### config.mk
export PLATFORM = sky130hd
export DESIGN_NAME = uart_baudgen
export DESIGN_NICKNAME = d
export VERILOG_FILES = /design/src/rtl/uart_baudgen.sv
export SDC_FILE = /design/constraint.sdc
export NUM_CORES = 1
export LEC_CHECK = 0
export ABC_CLOCK_PERIOD_IN_PS = 4500
export BUFFER_PORTS_ARGS = -buffer_cell sky130_fd_sc_hd__clkbuf_2
export CAP_MARGIN = 0
export CORE_AREA = 2 2 39 41
export CTS_CLUSTER_DIAMETER = 40
export DETAILED_ROUTE_END_ITERATION = 10
export DIE_AREA = 0 0 41 43
export SLEW_MARGIN = 15
export SYNTH_ARGS = -nofsm -noshare
export SYNTH_HDL_FRONTEND = slang
export SYNTH_SLANG_ARGS = --single-unit
### constraint.sdc
create_clock -name clk -period 4.5 [get_ports clk]
set_clock_uncertainty 0.2 [all_clocks]
set_input_delay 0.45 -clock clk [delete_from_list [all_inputs] [get_ports clk]]
set_output_delay 0.45 -clock clk [all_outputs]
set_load 0.02 [all_outputs]
### src/rtl/uart_baudgen.sv
// Baud tick generator: one-cycle registered tick every DIV clocks, first tick DIV edges after reset.
// No backpressure and no enable; free-runs whenever out of reset, truncation error left uncompensated.
module uart_baudgen #(
  parameter int BAUD              = 9600,
  parameter int clk_freq          = 50_000_000,
  parameter int oversampling_rate = 16
) (
  input  logic clk,
  input  logic rst,
  output logic tick
);

  localparam int DIV_RAW = clk_freq / (BAUD * oversampling_rate);
  localparam int DIV     = (DIV_RAW < 1) ? 1 : DIV_RAW;
  localparam int CW      = ($clog2(DIV) < 1) ? 1 : $clog2(DIV);
  localparam logic [CW-1:0] TERM = CW'(DIV - 1);

  logic [CW-1:0] count;
  logic          w_wrap;

  // Out-of-range codes wrap exactly like the terminal count, so a corrupted counter self-heals.
  generate
    if (DIV == 1) begin : g_div1
      assign w_wrap = 1'b1;
    end else begin : g_divn
      assign w_wrap = (count >= TERM);
    end
  endgenerate

  always_ff @(posedge clk or posedge rst) begin
    if (rst) begin
      count <= '0;
      tick  <= 1'b0;
    end else if (w_wrap) begin
      count <= '0;
      tick  <= 1'b1;
    end else begin
      count <= count + CW'(1);
      tick  <= 1'b0;
    end
  end

endmodule

==> results of run 1 <==
## power by group through the flow
stage / logic (mW) / clock network (mW) / registers [mW]
finish: 0.00274 / 0.0829 / 0.0898
detailed placement: 0.00230 / 0 / 0.0916
global route: 0.00339 / 0.0897 / 0.0898
CTS: 0.00297 / 0.0870 / 0.0898
floorplan: 0.00138 / 0 / 0.0916
global placement: 0.00232 / 0 / 0.0916
## final cells by class
cell class	count	share of cell area [%]
well taps	16	3.64
multi-input cells	30	37.3
repair buffers	3	3.64
flip-flops and latches	10	45.5
inverters	5	3.41
clock buffers	4	6.59
## per-layer routing
| layer | track usage [%] | wire (um) | vias up |
|---|---|---|---|
| met5 | 0 | 0 | - |
| met4 | 8.00 | 24 | 0 |
| met3 | 6.28 | 29 | 2 |
| met2 | 14.4 | 273 | 5 |
| met1 | 14.2 | 373 | 152 |
| li1 | - | - | 167 |
## state kept, by name (all words and copies together) (netlist names)
name / count
tick: 1
count: 9
## kinds of logic after synthesis
| kind of cell | count (synthesis) | synth area share (%) |
|---|---|---|
| compound gates | 9 | 14.5 |
| xor+xnor | 3 | 5.54 |
| fa+ha+maj | 2 | 5.28 |
| buf+inv | 5 | 3.96 |
| flops | 10 | 52.8 |
| simple gates | 16 | 17.9 |
## per-stage QoR
step                      power (mW)  setup slack [ps]  area (um^2)
after floorplan               0.0929              3050          474
after global placement        0.0939              2980          504
after detailed placement      0.0939              2970          504
after CTS                      0.180              2950          551
after global routing           0.183              2830          551
final                          0.176              2950          551
## layout by cell type (no fill, tap or decap), types with 2 or more instances in the layout
cell type / n
nor2_1: 3
nor2b_1: 2
o21ai_0: 2
ha_1: 2
nand3_1: 4
clkbuf_2: 2
nand2_1: 2
a21oi_1: 3
dfrtp_1: 10
clkbuf_4: 3
xnor2_1: 2
inv_1: 5
## worst paths after layout
| path | start | endpoint | slack [ps] | cells after the start |
|---|---|---|---|---|
| max | count[0]$_DFF_PP0_ | count[6]$_DFF_PP0_ | 2950 | 4 |
| min | count[8]$_DFF_PP0_ | count[7]$_DFF_PP0_ | 270 | 1 |
| min in group asynchronous | rst | count[3]$_DFF_PP0_ | 470 | 3 |
| max reg2reg | count[0]$_DFF_PP0_ | count[6]$_DFF_PP0_ | 2950 | 4 |
| max in group asynchronous | rst | count[1]$_DFF_PP0_ | 3360 | 3 |
| min reg2reg | count[8]$_DFF_PP0_ | count[7]$_DFF_PP0_ | 270 | 1 |
==> results.sh, run 1 <==
export IMPL_via_per_inst=4.79
export IMPL_start_util_pct=34.3
export IMPL_fillers=132
export IMPL_grt_max_degree=11
export IMPL_hold_viol=0
export IMPL_ys_flop_type="dfrtp_1"
export IMPL_synth_edff_count=0
export IMPL_crit_family="simple AND/OR/NAND/NOR gates"
export IMPL_maxCapViolCount=0
export IMPL_outcome="complete, no violations"
export IMPL_crit_arrival_ps=1550
export IMPL_cts_htree_levels=1
export IMPL_dieWidth_um=41
export IMPL_internal_power_mw=0.140
export IMPL_synth_seq_cells=10
export IMPL_clk_pin_slew_ps=70
export IMPL_cp_start_kind="register"
export IMPL_cts_sinks=10
export IMPL_multi_input_area_um2=205
export IMPL_max_vdd_ir_drop_mv=0.124
export IMPL_vias=326
export IMPL_fin_crit_ps=1550
export IMPL_drt_wl_total_um=701
export IMPL_antenna_found_initial=0
export IMPL_ys_warn_count=0
export IMPL_core_um2=1380
export IMPL_max_stage_delay_ps=400
export IMPL_switchingPower_mw=0.0356
export IMPL_cts_root_buf="clkbuf_4"
export IMPL_io_pins=3
export IMPL_end_kind="register"
export IMPL_grt_pass1_vias=288
export IMPL_grt_use_total_pct=11.4
export IMPL_clock_path_buffers=2
export IMPL_post_cts_buffers=0
export IMPL_finalHoldWorstSlack_ps=272
export IMPL_clock_latency_ps=270
export IMPL_hp_class="reg -> reg"
export IMPL_syn_nets=49
export IMPL_gp_congestion=0.770
export IMPL_setup_viol_count_final=0
export IMPL_drc_errors=0
export IMPL_max_freq_mhz=645
export IMPL_synth_area_leaders="dfrtp_1, ha_1, nand3_1"
export IMPL_crit_buf_inv=0
export IMPL_crit_chain="ha_1 > nand3_1 > or3_1 > a21oi_1"
export IMPL_min_period_over_period_pct=34.4
export IMPL_cts_tree="done"
export IMPL_fin_tns_setup_ps=0
export IMPL_sw_frac_of_total_pct=20.3
export IMPL_netlist_area_um2=474
export IMPL_p_comb_share_pct=1.6
export IMPL_synth_most_common_cell="dfrtp_1"
export IMPL_power_per_cell_area_nw_per_um2=319
export IMPL_regArea_um2=250
export IMPL_ant_nets=0
export IMPL_leakagePower_nw=0.234
export IMPL_wire_per_inst_um=10.3
export IMPL_cts_hold_buffers=1
export IMPL_layout_area_overhead_vs_synth_pct=16.1
export IMPL_rows=14
export IMPL_max_slew_margin_rel_pct=75.2
export IMPL_grt_pass1_wl_um=1260
export IMPL_synth_top_area_cell="dfrtp_1"
export IMPL_avgSynthCellArea_um2=10.5
export IMPL_post_cts_resized=0
export IMPL_synthesis_instances=45
export IMPL_drtIter0Drc=3
export IMPL_drtPass1Iterations=2
export IMPL_rsz0062_at_grt="false"
export IMPL_synth_top_cells_by_count="dfrtp_1, inv_1, nand3_1"
export IMPL_portBuffers=2
export IMPL_cts_made_buffers=3
export IMPL_final_util_pct=39.8
export IMPL_grt_overflow=0
export IMPL_clockPowerShare_pct=47.3
export IMPL_nNetsFinal=57
export IMPL_cp_required_ps=4500
export IMPL_pwr_share_seq_pct=51.2
export IMPL_drive_gt1_share_pct=19.2
export IMPL_place_inst=63
export IMPL_critical_path_slowest_cell="dfrtp_1"
export IMPL_worstMarginPinSlew_ps=371
export IMPL_maxSlewViolCount=0
export IMPL_synthDistinctLibCells=20
export IMPL_antenna_cells=0
export IMPL_die_y_um=43
export IMPL_dieArea_um2=1760
export IMPL_stdcell_count=68
export IMPL_yosysTopAreaCellShare_pct=52.8
export IMPL_dpl_hpwl_um=485
export IMPL_async_reset_ff_share_pct=100
export IMPL_crit_type="reg -> reg"
export IMPL_ys_seq_area_share_pct=52.8
export IMPL_path_max_fanout=5
Note: power is estimated with default switching activity, not from simulation.
==> run 2: changes to the inputs <==
ABC_CLOCK_PERIOD_IN_PS = 1300   (was 4500)
clock period = 1.3 ns   (was 4.5 ns; I/O delays follow)
==> run 2 against run 1 <==
The run now ends with setup timing left. Sequential cell count unchanged. Total power increased to 3.4 times the previous value. Register-to-register slack got worse by 3100 ps. Clock-buffer cell count unchanged. Combinational power increased to 3.5 times the previous value. Die area unchanged. Core utilization increased by 9.1 points. Via count increased by 14%. Non-clock buffer count increased by 11. Global-route usage increased by 2.3 points. Design area increased by 23%. Largest power group unchanged. Highest routed layer unchanged.
==> results.sh, run 2 (same netlist as run 1, synthesis figures left out) <==
export IMPL_regArea_um2=253
export IMPL_portBuffers=2
export IMPL_cts_tree="done"
export IMPL_dieArea_um2=1760
export IMPL_stdcell_count=79
export IMPL_clock_path_buffers=2
export IMPL_crit_chain="o41ai_4 > a21boi_4 > a21oi_1"
export IMPL_drive_gt1_share_pct=41.3
export IMPL_rows=14
export IMPL_max_slew_margin_rel_pct=74.8
export IMPL_grt_max_degree=11
export IMPL_critical_path_slowest_cell="o41ai_4"
export IMPL_path_max_fanout=8
export IMPL_grt_pass1_wl_um=1590
export IMPL_hp_class="in -> async"
export IMPL_fin_crit_ps=1460
export IMPL_fin_tns_setup_ps=-1260
export IMPL_gp_congestion=0.719
export IMPL_fillers=130
export IMPL_worstMarginPinSlew_ps=378
export IMPL_worst_slack_ps=-156
export IMPL_drc_errors=0
export IMPL_cts_root_buf="clkbuf_4"
export IMPL_maxSlewViolCount=0
export IMPL_mostFrequentLayoutCells="buf_4, dfrtp_1, inv_1"
export IMPL_max_freq_mhz=687
export IMPL_drt_wl_total_um=944
export IMPL_maxCapViolCount=0
export IMPL_drtPass1Iterations=2
export IMPL_crit_type="reg -> reg"
export IMPL_grt_overflow=0
export IMPL_top_register="count"
export IMPL_reg_top3="count: 9 flops, tick: 1 flops"
export IMPL_core_um2=1380
export IMPL_cp_required_ps=1290
export IMPL_cts_made_buffers=3
export IMPL_outcome="complete, but fails checks"
export IMPL_leakagePower_nw=0.287
export IMPL_min_period_over_period_pct=112
export IMPL_place_inst=74
export IMPL_vias=371
export IMPL_drtIter0Drc=1
export IMPL_hold_viol=0
export IMPL_violations="setup timing"
export IMPL_dieWidth_um=41
export IMPL_end_kind="register"
export IMPL_largest_reg_flops=9
export IMPL_antenna_cells=0
export IMPL_power_per_cell_area_nw_per_um2=883
export IMPL_die_y_um=43
export IMPL_layout_area_overhead_vs_synth_pct=42.7
export IMPL_start_util_pct=34.3
export IMPL_cts_sinks=10
export IMPL_grt_use_total_pct=13.7
export IMPL_rsz0062_at_grt="true"
export IMPL_post_cts_buffers=0
export IMPL_cts_htree_levels=1
export IMPL_wire_per_inst_um=11.9
export IMPL_crit_arrival_ps=1450
export IMPL_via_per_inst=4.70
export IMPL_grt_pass1_vias=391
export IMPL_final_common_cell="buf_4"
export IMPL_io_pins=3
export IMPL_dpl_hpwl_um=657
export IMPL_max_stage_delay_ps=450
export IMPL_cp_start_kind="register"
export IMPL_clock_latency_ps=260
export IMPL_multi_input_area_um2=246
export IMPL_clk_pin_slew_ps=70
export IMPL_max_vdd_ir_drop_mv=0.349
export IMPL_final_util_pct=48.9
export IMPL_setup_viol_count_final=10
export IMPL_finalHoldWorstSlack_ps=167
export IMPL_ant_nets=0
export IMPL_antenna_found_initial=0
export IMPL_nNetsFinal=68
[run 2: cell types whose count changed in the layout (fill, tap and decap cells not counted), moves of 2 or more]
| cell | before | now |
|---|---|---|
| dfrtp_2 | 0 | 2 |
| nand3_2 | 0 | 2 |
| buf_4 | 0 | 11 |
| dfrtp_1 | 10 | 8 |
| nand3_1 | 4 | 2 |
[run 2: path summary, 6_finish.rpt]
kind,from,to,slack [ps],cells after the start
max,count[3]$_DFF_PP0_,count[6]$_DFF_PP0_,-160,3
min,rst,count[8]$_DFF_PP0_,170,3
max reg2reg,count[3]$_DFF_PP0_,count[6]$_DFF_PP0_,-160,3
min reg2reg,count[8]$_DFF_PP0_,count[7]$_DFF_PP0_,290,1
max in group asynchronous,rst,count[4]$_DFF_PP0_,440,3
min in group clk,count[8]$_DFF_PP0_,count[7]$_DFF_PP0_,290,1
[run 2: cell type report]
cell class | instances | area share (%)
multi-input combinational | 30 | 36.4
inverter | 5 | 2.77
timing repair buffer | 14 | 15.2
clock buffer | 4 | 5.36
tap | 16 | 2.96
sequential | 10 | 37.3
[run 2: what timing repair did]
| action | in CTS | in global routing |
|---|---|---|
| endpoints found under the setup margin | 10 | 10 |
| hold endpoints to repair | 10 | 0 |
| pin swaps | 3 | 3 |
| gates resized for setup | 0 | 6 |
| hold buffers | 1 | 0 |
[run 2: stage by stage]
stage	cell area, um^2	setup slack (ps)	power [mW]
after floorplan	482	-72.5	0.322
after global placement	594	-175	0.325
after detailed placement	594	-144	0.325
after CTS	641	-152	0.608
after global routing	677	-218	0.627
final	677	-156	0.598
[run 2: report_power, final]
group	internal (mW)	switching [mW]
Combinational	0.00320	0.00643
Sequential	0.311	0
Clock	0.170	0.107
Total	0.484	0.114
[run 2: per-layer routing]
layer	GRT usage (%)	wire (um)	vias to the layer above
met3	1.57	5	2
met1	18.4	442	179
met5	0	0	-
met2	18.4	482	2
met4	12.0	14	0
li1	-	-	188
[run 2: critical path, delay by kind of cell (launching register included)]
family         cells  cell delay [ps]
AO/OA/AOI/OAI      3              740
flip-flops         1              430
==> run 3: changes to the inputs <==
PLACE_DENSITY = 0.64   (was unset)
TNS_END_PERCENT = 1   (was unset)
==> run 3 against run 2 <==
The flow still finishes with violations (setup timing). Critical path depth is the same. Fmax grew 0.59%. Sequential cell count is the same. Global-route usage grew 1.0 points. Clock power shrank 25%. Sequential power is essentially flat. Worst setup slack gained 8.5 ps. Final cell count grew 1.3%. Largest cell class is now multi-input combinational cells.
==> results.sh, run 3 (same netlist as run 1, synthesis figures left out) <==
export IMPL_largest_reg_flops=9
export IMPL_clock_path_buffers=2
export IMPL_drive_gt1_share_pct=46.9
export IMPL_grt_max_degree=11
export IMPL_multi_input_area_um2=258
export IMPL_portBuffers=2
export IMPL_violations="setup timing"
export IMPL_final_common_cell="buf_4"
export IMPL_dp_slack_ps=-180
export IMPL_grt_use_total_pct=14.7
export IMPL_fin_crit_ps=1450
export IMPL_worst_slack_ps=-147
export IMPL_grt_pass1_vias=381
export IMPL_crit_type="reg -> reg"
export IMPL_place_inst=73
export IMPL_die_y_um=43
export IMPL_crit_arrival_ps=1430
export IMPL_path_max_fanout=8
export IMPL_rsz0062_at_grt="true"
export IMPL_min_period_over_period_pct=111
export IMPL_nNetsFinal=70
export IMPL_fillers=131
export IMPL_max_freq_mhz=691
export IMPL_end_kind="register"
export IMPL_core_um2=1380
export IMPL_outcome="complete, but fails checks"
export IMPL_regArea_um2=254
export IMPL_io_pins=3
export IMPL_max_vdd_ir_drop_mv=0.340
export IMPL_drtIter0Drc=11
export IMPL_wire_per_inst_um=12.3
export IMPL_layout_area_overhead_vs_synth_pct=45.6
export IMPL_setup_viol_count_final=10
export IMPL_leakagePower_nw=0.294
export IMPL_drt_wl_total_um=983
export IMPL_dieArea_um2=1760
export IMPL_start_util_pct=34.3
export IMPL_grt_overflow=0
export IMPL_rows=14
export IMPL_via_per_inst=5.06
export IMPL_antenna_cells=0
export IMPL_antenna_found_initial=0
export IMPL_vias=405
export IMPL_cts_root_buf="clkbuf_4"
export IMPL_cts_made_buffers=3
export IMPL_worstMarginPinSlew_ps=392
export IMPL_drtPass1Iterations=4
export IMPL_stdcell_count=80
export IMPL_drc_errors=0
export IMPL_cts_sinks=10
export IMPL_cts_htree_levels=1
export IMPL_maxCapViolCount=0
export IMPL_cp_required_ps=1280
export IMPL_power_per_cell_area_nw_per_um2=765
export IMPL_clk_pin_slew_ps=70
export IMPL_ant_nets=0
export IMPL_hold_viol=0
export IMPL_mostFrequentLayoutCells="buf_4, dfrtp_1, inv_1"
export IMPL_reg_top3="count: 9 flops, tick: 1 flops"
export IMPL_dpl_hpwl_um=700
export IMPL_hp_class="in -> async"
export IMPL_maxSlewViolCount=0
export IMPL_max_slew_margin_rel_pct=73.8
export IMPL_cp_start_kind="register"
export IMPL_gp_congestion=0.709
export IMPL_clock_latency_ps=260
export IMPL_cts_tree="done"
export IMPL_dieWidth_um=41
export IMPL_grt_pass1_wl_um=1670
export IMPL_top_register="count"
export IMPL_finalHoldWorstSlack_ps=177
[run 3: cell types whose count changed in the layout (fill, tap and decap cells not counted), sizes merged]
cell,before,now
buf,11,13
clkbuf,6,5
[run 3: power breakdown]
part / total [mW] / internal, mW / switching (mW)
clock network: 0.207 / 0.107 / 0.101
registers: 0.311 / 0.311 / 0
logic: 0.00982 / 0.00319 / 0.00663
[run 3: per-stage QoR]
stage	TNS, ps	total power [mW]	area [um^2]	util, %
2_1_floorplan	-457	0.322	482	-
3_3_place_gp	-1390	0.325	587	42.4
3_5_place_dp	-1400	0.325	587	42.4
4_1_cts	-1150	0.533	689	49.8
5_1_grt	-1770	0.551	691	49.9
6_report	-1100	0.528	691	49.9
[run 3: final timing paths]
path | slack, ps | cells past startpoint | startpoint | end
hold / removal | 180 | 3 | rst | count[8]$_DFF_PP0_
min in group clk | 280 | 1 | count[8]$_DFF_PP0_ | count[7]$_DFF_PP0_
setup / recovery | -150 | 3 | count[2]$_DFF_PP0_ | count[5]$_DFF_PP0_
hold reg to reg | 280 | 1 | count[8]$_DFF_PP0_ | count[7]$_DFF_PP0_
setup reg to reg | -150 | 3 | count[2]$_DFF_PP0_ | count[5]$_DFF_PP0_
max in group asynchronous | 420 | 3 | rst | count[3]$_DFF_PP0_
[run 3: area by class of cell]
type / instances / share of cell area [%]
multi-input combinational: 30 / 37.3
sequential: 10 / 36.8
timing repair buffer: 16 / 17.0
clock buffer: 3 / 3.26
tap: 16 / 2.90
inverter: 5 / 2.72
[run 3: timing repair]
action,CTS,global route
setup buffers,3,0
hold endpoints to repair,10,0
endpoints found under the setup margin,10,10
hold buffers,1,0
resized for setup,8,1
pin swaps,6,0
[run 3: worst max-delay path, cell delays in order, from the launching register on]
cell and delay, ps:
dfrtp_2 460, o41ai_4 380, a21boi_2 180, a21oi_1 150
[run 3: routing by layer]
layer / routed length [um] / up-vias / share of wire [%] / track usage [%]
met3: 30 / 2 / 3.1 / 4.71
met2: 508 / 8 / 52 / 21.6
met5: 0 / - / 0 / 0
li1: - / 193 / - / -
met4: 14 / 0 / 1.4 / 8.00
met1: 430 / 202 / 44 / 18.3
